**src/rtl/pulse_train_ctrl.sv**
```systemverilog
// Programmable pulse-train sequencer: NPULSES pulses of ON_TICKS high / OFF_TICKS low,
// where one tick is PRESCALE clocks. Startable from IDLE, abortable while busy.
module pulse_train_ctrl #(
  parameter int PRESCALE = 103,
  parameter int CW       = 4,
  parameter int NW       = 8
) (
  input  logic          i_clk,
  input  logic          i_resetn,
  input  logic          i_start,
  input  logic          i_abort,
  input  logic [CW-1:0] i_on_ticks,
  input  logic [CW-1:0] i_off_ticks,
  input  logic [NW-1:0] i_npulses,
  output logic          o_pulse,
  output logic          o_tick,
  output logic          o_busy,
  output logic          o_done,
  output logic [NW-1:0] o_pulse_idx
);

  localparam int PW = (PRESCALE > 1) ? $clog2(PRESCALE) : 1;
  localparam logic [PW-1:0] P_MAX = PW'(PRESCALE - 1);

  typedef enum logic [1:0] {S_IDLE, S_ON, S_OFF, S_DONE} state_t;

  state_t        r_state;
  logic [PW-1:0] r_presc;
  logic [CW-1:0] r_phase;
  logic [NW-1:0] r_idx;
  logic [CW-1:0] r_sh_on, r_sh_off;
  logic [NW-1:0] r_sh_n;
  logic          r_pulse, r_busy, r_done;

  logic          w_tick;
  logic [CW-1:0] w_on_last, w_off_last;
  logic [NW-1:0] w_idx_last;

  // Zero shadows never reach these compares: they are filtered at START or never enter OFF.
  assign w_tick     = r_busy && (r_presc == P_MAX);
  assign w_on_last  = r_sh_on - CW'(1);
  assign w_off_last = r_sh_off - CW'(1);
  assign w_idx_last = r_sh_n - NW'(1);

  always_ff @(posedge i_clk or negedge i_resetn) begin
    if (!i_resetn) begin
      r_state  <= S_IDLE;
      r_presc  <= '0;
      r_phase  <= '0;
      r_idx    <= '0;
      r_sh_on  <= '0;
      r_sh_off <= '0;
      r_sh_n   <= '0;
      r_pulse  <= 1'b0;
      r_busy   <= 1'b0;
      r_done   <= 1'b0;
    end else begin
      case (r_state)
        S_IDLE: begin
          r_presc <= '0;
          if (i_start) begin
            r_sh_on  <= i_on_ticks;
            r_sh_off <= i_off_ticks;
            r_sh_n   <= i_npulses;
            r_phase  <= '0;
            r_idx    <= '0;
            if (i_npulses == '0 || i_on_ticks == '0) begin
              r_state <= S_DONE;
              r_done  <= 1'b1;
            end else begin
              r_state <= S_ON;
              r_pulse <= 1'b1;
              r_busy  <= 1'b1;
            end
          end
        end
        S_ON, S_OFF: begin
          if (i_abort) begin
            r_state <= S_IDLE;
            r_presc <= '0;
            r_phase <= '0;
            r_idx   <= '0;
            r_pulse <= 1'b0;
            r_busy  <= 1'b0;
          end else begin
            r_presc <= w_tick ? '0 : r_presc + PW'(1);
            if (w_tick) begin
              if (r_state == S_ON) begin
                if (r_phase == w_on_last) begin
                  r_phase <= '0;
                  if (r_idx == w_idx_last) begin
                    r_state <= S_DONE;
                    r_idx   <= '0;
                    r_presc <= '0;
                    r_pulse <= 1'b0;
                    r_busy  <= 1'b0;
                    r_done  <= 1'b1;
                  end else if (r_sh_off == '0) begin
                    r_idx <= r_idx + NW'(1);
                  end else begin
                    r_state <= S_OFF;
                    r_pulse <= 1'b0;
                  end
                end else begin
                  r_phase <= r_phase + CW'(1);
                end
              end else begin
                if (r_phase == w_off_last) begin
                  r_phase <= '0;
                  r_idx   <= r_idx + NW'(1);
                  r_state <= S_ON;
                  r_pulse <= 1'b1;
                end else begin
                  r_phase <= r_phase + CW'(1);
                end
              end
            end
          end
        end
        S_DONE: begin
          r_state <= S_IDLE;
          r_done  <= 1'b0;
        end
        default: begin
          r_state <= S_IDLE;
          r_pulse <= 1'b0;
          r_busy  <= 1'b0;
          r_done  <= 1'b0;
        end
      endcase
    end
  end

  assign o_pulse     = r_pulse;
  assign o_tick      = w_tick;
  assign o_busy      = r_busy;
  assign o_done      = r_done;
  assign o_pulse_idx = r_idx;

endmodule

```
**config.mk**
```make
export PLATFORM = sky130hd
export DESIGN_NAME = pulse_train_ctrl
export DESIGN_NICKNAME = d
export VERILOG_FILES = /design/src/rtl/pulse_train_ctrl.sv
export SDC_FILE = /design/constraint.sdc
export NUM_CORES = 1
export LEC_CHECK = 0
export ABC_CLOCK_PERIOD_IN_PS = 6950
export BUFFER_PORTS_ARGS = -buffer_cell sky130_fd_sc_hd__buf_2
export CAP_MARGIN = 40
export CORE_MARGIN = 3
export CORE_UTILIZATION = 40
export CTS_BUF_LIST = sky130_fd_sc_hd__clkbuf_16
export DETAILED_ROUTE_END_ITERATION = 6
export GPL_TIMING_DRIVEN = 0
export PLACE_DENSITY = 0.56
export SLEW_MARGIN = 20
export SYNTH_ARGS = -nofsm -noshare
export SYNTH_HDL_FRONTEND = slang
export SYNTH_SLANG_ARGS = --single-unit
```
**constraint.sdc**
```tcl
create_clock -name i_clk -period 6.95 [get_ports i_clk]
set_input_delay 0.3475 -clock i_clk [delete_from_list [all_inputs] [get_ports i_clk]]
set_output_delay 0.3475 -clock i_clk [all_outputs]
set_load 0.02 [all_outputs]
```
; Word level (Yosys, flattened, before mapping)
; Cells that the tools add are included.
; W data, S select, Z words.
[classes]
multipliers = 0
magnitude_cmp = 0
mux = 57
n_shift = 0
add_sub_neg = 6
eq_ne = 23
n_bitwise = 0
div_mod_pow = 0
reduce_logical = 15
[ops]
columns = operator, n
row1 = $mux W8, 8
row2 = $mux W7, 6
row3 = $mux W4, 6
row4 = $mux W1, 21
row5 = $reduce_and A7 Y1, 3
row6 = $mux W2, 9
row7 = $ne A2 B2 Y1 const B, 8
row8 = $pmux W8 S2, 1
row9 = $pmux W7 S2, 1
row10 = $ne A3 B3 Y1 const B, 4
row11 = $ne A5 B5 Y1 const B, 2
row12 = $add A8 B1 Y8 const B, 1
row13 = $eq A4 B4 Y1, 2
row14 = $eq A8 B8 Y1, 1
row15 = $logic_not A4 Y1, 2
row16 = $logic_not A8 Y1, 1
row17 = $ne A4 B4 Y1 const B, 2
row18 = $pmux W4 S2, 1
row19 = $sub A4 B1 Y4 const B, 2
row20 = $sub A8 B1 Y8 const B, 1
row21 = $add A7 B1 Y7 const B, 1
row22 = $eq A7 B7 Y1 const B, 1
row23 = $pmux W2 S3, 1
row24 = $reduce_and A6 Y1, 1
row25 = other kinds (13), 15
[word_totals]
reg_bits = 40
in_bits = 20
romBits = 0
output_inout_bits = 12
latch_bits = 0
mem_bits_rw = 0
memories = 0

; Longest topological paths before layout
[logic_depth]
depth_word = 9
depth_mapped = 10
depth_no_buf = 9

; Worst setup path after synthesis
; No wires, ideal clock.
[synth_timing]
path_type = register to register
startpoint = register r_sh_n[0]
endpoint = register r_state[1]
synth_period_minus_slack_ps = 2567
t_arrival_ps = 2442
path_slack_ps = 4383
setup_time_ps = 125
path_buffers = 1
required_ps = 6825
path_stages_with_launch = 11
path_cell_list = dfrtp_1 -> inv_1 -> ha_1 -> nor2b_1 -> or3_1 -> a31oi_1 -> nor4bb_1 -> buf_4 -> nor3_2 -> or3_4 -> mux2_4
[synth_via]
elab_chain_len = 8
[synth_lines]
columns = element, line_no
row1 = "start, declared", 32  ; logic [NW-1:0] r_sh_n;
row2 = "start signal, assigned", 64  ; r_sh_n <= i_npulses;
row3 = $sub A8 B1 Y8 *, 43  ; assign w_idx_last = r_sh_n - NW'(1);
row4 = $eq A8 B8 Y1 *, 91  ; if (r_idx == w_idx_last) begin
row5 = $mux W2, 91
row6 = $mux W2, 89  ; if (r_phase == w_on_last) begin
row7 = $mux W2, 88  ; if (r_state == S_ON) begin
row8 = $mux W2, 87  ; if (w_tick) begin
row9 = $mux W2, 78  ; if (i_abort) begin
row10 = $pmux W2 S3, 58  ; case (r_state)
row11 = "end signal, assigned", 68  ; r_state <= S_DONE;
row12 = "end signal, assigned", 79  ; r_state <= S_IDLE;
row13 = "end signal, assigned", 92  ; r_state <= S_DONE;
row14 = "end, declared", 27  ; state_t r_state;
; Mark *: on every way between the ends. The rest lies on a longest branch, timed or not. The select of a mux whose other input is x is not followed.
; A chain may end at the register's enable or synchronous reset.

; Final worst setup path
[layout_timing]
startpoint = register r_sh_n[0]
endpoint = register r_idx[4] (netlist: o_pulse_idx[4])
[layout_via]
elab_chain_len = 8
[layout_lines]
columns = element, line_no
row1 = $sub A8 B1 Y8 *, 43
row2 = $eq A8 B8 Y1 *, 91
row3 = $mux W8, 91
row4 = $mux W8, 89
row5 = $mux W8, 88
row6 = $mux W8, 87
row7 = $mux W8, 78
row8 = $pmux W8 S2, 58
row9 = "end signal, assigned", 99  ; r_idx <= r_idx + NW'(1);
row10 = "end signal, assigned", 110  ; r_idx <= r_idx + NW'(1);
row11 = "end, declared", 30  ; logic [NW-1:0] r_idx;
; Marked as above.

==> flow_summary_export.csv <==
group,metric,value,unit
floorplan,row_count,28,
timing,slew_headroom,48.2,%
layout,fillers,588,
placement,post-place-ws,4.10,ns
power_and_ir_drop,ir_drop,0.187,mV
synthesis,synth_area,2480,um^2
synthesis,synthFlopType,"dfrtp_1",
setup_path,worstPathRequired,7.14,ns
synthesis,yosysMostFrequentCell,"dfrtp_1",
timing,fin_skew,0.00362,ns
synthesis,synth_compound_area_share,13.0,%
timing,setup_viol,0,
synthesis,synth_area_leaders,"dfrtp_1, mux2_2, ha_1, xnor2_1, xor2_1",
global_route,antenna_found_initial,0,
clock_network,clock_latency,0.28,ns
global_route,first_global_vias,1887,
synthesis,ys_seq_area_share,40.4,%
power_and_ir_drop,pwr_density_cell,427,nW/um^2
global_route,grt_overflow,0,
setup_path,rr_endpoint,"o_pulse_idx[4]$_DFFE_PN0P_",
setup_path,worstPathArrival,3.08,ns
power_and_ir_drop,p_leak,1.32,nW
synthesis,synth-seq-cells,40,
setup_path,worstRegToRegCells,10,
setup_path,reg2reg_slack,4.06,ns
timing,drv_slew,0,
run_status,failed_checks,"negative hold slack",
synthesis,async_flop_share,100,%
clock_network,cts_tree,"done",
run,drv_cap,0,
synthesis,synthTopCellsByCount,"dfrtp_1, mux2_2, nand2_1, o21ai_0",
synthesis,synth_top_family_by_area,"simple AND/OR/NAND/NOR gates",
timing,worst_slew_pin_slew,0.772,ns
floorplan,dieArea,7180,um^2
timing,fin_ws,4.06,ns
timing,fin_setup_tns,0,ns
synthesis,synth-adder-area-share,6.56,%
layout,regArea,1000,um^2
clock_network,h-tree-depth,2,
timing,holdWs,-0.00766,ns
layout,layout.nets,322,
global_route,grt_util_met1,20.4,%
layout,n_antenna_cell,0,
drt,viasPerCell,5.41,
clock_network,path_clk_slew,0.06,ns
layout,drive_above_1_share,21.5,%
global_route,grt_start_max_net_pins,25,
clock_network,cts_hold_buf,0,
placement,dp.cells,357,
run_status,status,"complete, but fails checks",
clock_network,post_cts_resized,0,
drt,ant_nets,0,
synthesis,synth-simple-area-share,19.1,%
clock_network,post_cts_buffers,0,
timing,hold_violations,15,
layout,multi_input_area,1410,um^2
synthesis,synthDistinctLibCells,47,
synthesis,synthesis.nets,283,
drt,via_count,1970,
setup_path,path_max_fanout,10,
drt,routed_wl,5.36,mm
synthesis,syn-instance-count,250,
setup_path,startpoint_type,"flip-flop",
layout,area_growth,16.2,%
floorplan,die_x,84.7,um
synthesis,synthXorXnorAreaFrac,9.08,%
global_route,grt-busiest-layer,"met2",
clock_network,root_buffer,"clkbuf_16",
clock_network,cts_sinks,40,
floorplan,die_h,84.7,um
min_path,hold_class,"input port to asynchronous set/reset pin",
global_route,gr-usage-met3,4.02,%
global_route,track_usage,15.5,%
synthesis,synth_area_per_cell,9.92,um^2
floorplan,initial_core_util,41.6,%
synthesis,synth_top_area_share,40.4,%
layout,final_area,2880,um^2
floorplan,core_area,5960,um^2
placement,portBuffers,31,
clock_network,cts_buffer_depth,2,
synthesis,yosysWarnings,0,
setup_path,r2r-start,"r_sh_n[0]$_DFFE_PN0P_",
layout,layoutNonFillerInstCount,364,
placement,place_area,2750,um^2
drt,drt_iter0_markers,51,
synthesis,yosysTopAreaCell,"dfrtp_1",
floorplan,pin_count,32,
timing,fin_crit,2.89,ns
placement,gp_congestion,0.762,
placement,dp_hpwl,4.03,mm
clock_network,cts_inserted_buffers,5,
global_route,grt_pass1_wl,9.04,mm
drt,drcViolationCount,0,
power_and_ir_drop,power.total,1.23,mW
timing,min_period_over_period,41.6,%
setup_path,setup.worst_path.class,"flip-flop to flip-flop",
timing,fmax,346,MHz
drt,first_pass_iters,4,
synthesis,synthMuxAreaShare,9.13,%
timing,rsz0062_at_grt,"false",
drt,avgRoutedWirePerCell,14.7,um
global_route,use_met2,25.0,%
layout,post-route-util,48.4,%
synthesis,synth_edf_count,0,
setup_path,cp-end-kind,"flip-flop",
cell usage in the layout (no fill, tap or decap), types with 4 or more instances in the layout:
master and n:
xor2_1 10, xnor2_1 13, buf_2 31, a21oi_1 9
dfrtp_1 40, o21ai_0 14, nand2_1 17, a211oi_1 4
and3_1 7, nor3_1 9, mux2_2 17, nor2_1 13
nor2b_1 6, ha_1 13, inv_1 14, nand2b_1 7
clkbuf_16 5, nand3_1 11
sequential cells by signal, indices dropped and copies added, names as in the netlist, 2 cells and up:
name and count:
r_sh_on 4, r_phase 4, r_sh_off 4, r_presc 7, o_pulse_idx 8, r_state 2, r_sh_n 8
worst max-delay path, cell delays in order (launching register included):
cell,delay [ns]
dfrtp_1,0.44
inv_1,0.07
ha_1,0.28
nor2b_1,0.16
or3_1,0.36
a31oi_1,0.16
nor4bb_1,0.28
buf_4,0.25
o221ai_2,0.21
nand2b_1,0.33
o31ai_1,0.27
layout make-up:
cell class                 count  share of cell area, %
clock inverter                 2                  0.304
tap                           75                   3.26
timing repair buffer          32                   6.08
inverter                      13                   1.69
clock buffer                   5                   4.34
sequential                    40                   34.7
multi-input combinational    193                   49.0
buffer                         4                  0.651
report_power, final:
| part | total (mW) | internal [mW] | switching [mW] |
|---|---|---|---|
| Sequential | 0.409 | 0.311 | 0.0976 |
| Combinational | 0.606 | 0.290 | 0.316 |
| Clock | 0.215 | 0.129 | 0.0861 |
| Total | 1.23 | 0.730 | 0.500 |
kinds of logic (layout without fill, tap and decap cells):
group / count (synthesis) / in the layout
AND/OR/NAND/NOR: 87 / 87
AO/OA/AOI/OAI: 49 / 49
flip-flops: 40 / 40
XOR/XNOR: 24 / 24
multiplexers: 20 / 20
buffers and inverters: 17 / 56
adder cells (fa/ha/maj): 13 / 13
worst max path at each step:
| stage | start | end | slack, ns | depth (start not counted) |
|---|---|---|---|---|
| 2_1_floorplan | r_sh_n[0]$_DFFE_PN0P_ | r_state[1]$_DFFE_PN0P_ | 4.38 | 10 |
| 3_3_place_gp | r_sh_n[0]$_DFFE_PN0P_ | o_pulse_idx[4]$_DFFE_PN0P_ | 4.08 | 10 |
| 3_5_place_dp | r_sh_n[0]$_DFFE_PN0P_ | o_pulse_idx[4]$_DFFE_PN0P_ | 4.10 | 10 |
| 4_1_cts | r_sh_n[0]$_DFFE_PN0P_ | o_pulse_idx[4]$_DFFE_PN0P_ | 4.08 | 10 |
| 5_1_grt | r_sh_n[0]$_DFFE_PN0P_ | o_pulse_idx[4]$_DFFE_PN0P_ | 3.85 | 10 |
| 6_report | r_sh_n[0]$_DFFE_PN0P_ | o_pulse_idx[4]$_DFFE_PN0P_ | 4.06 | 10 |
routing by layer:
metal  vias to the layer above  wire length [um]
li1                        981                 -
met1                       945              2500
met2                        35              2550
met3                         9               226
met4                         0                87
met5                         -                 0
(Power assumes the default switching activity.)
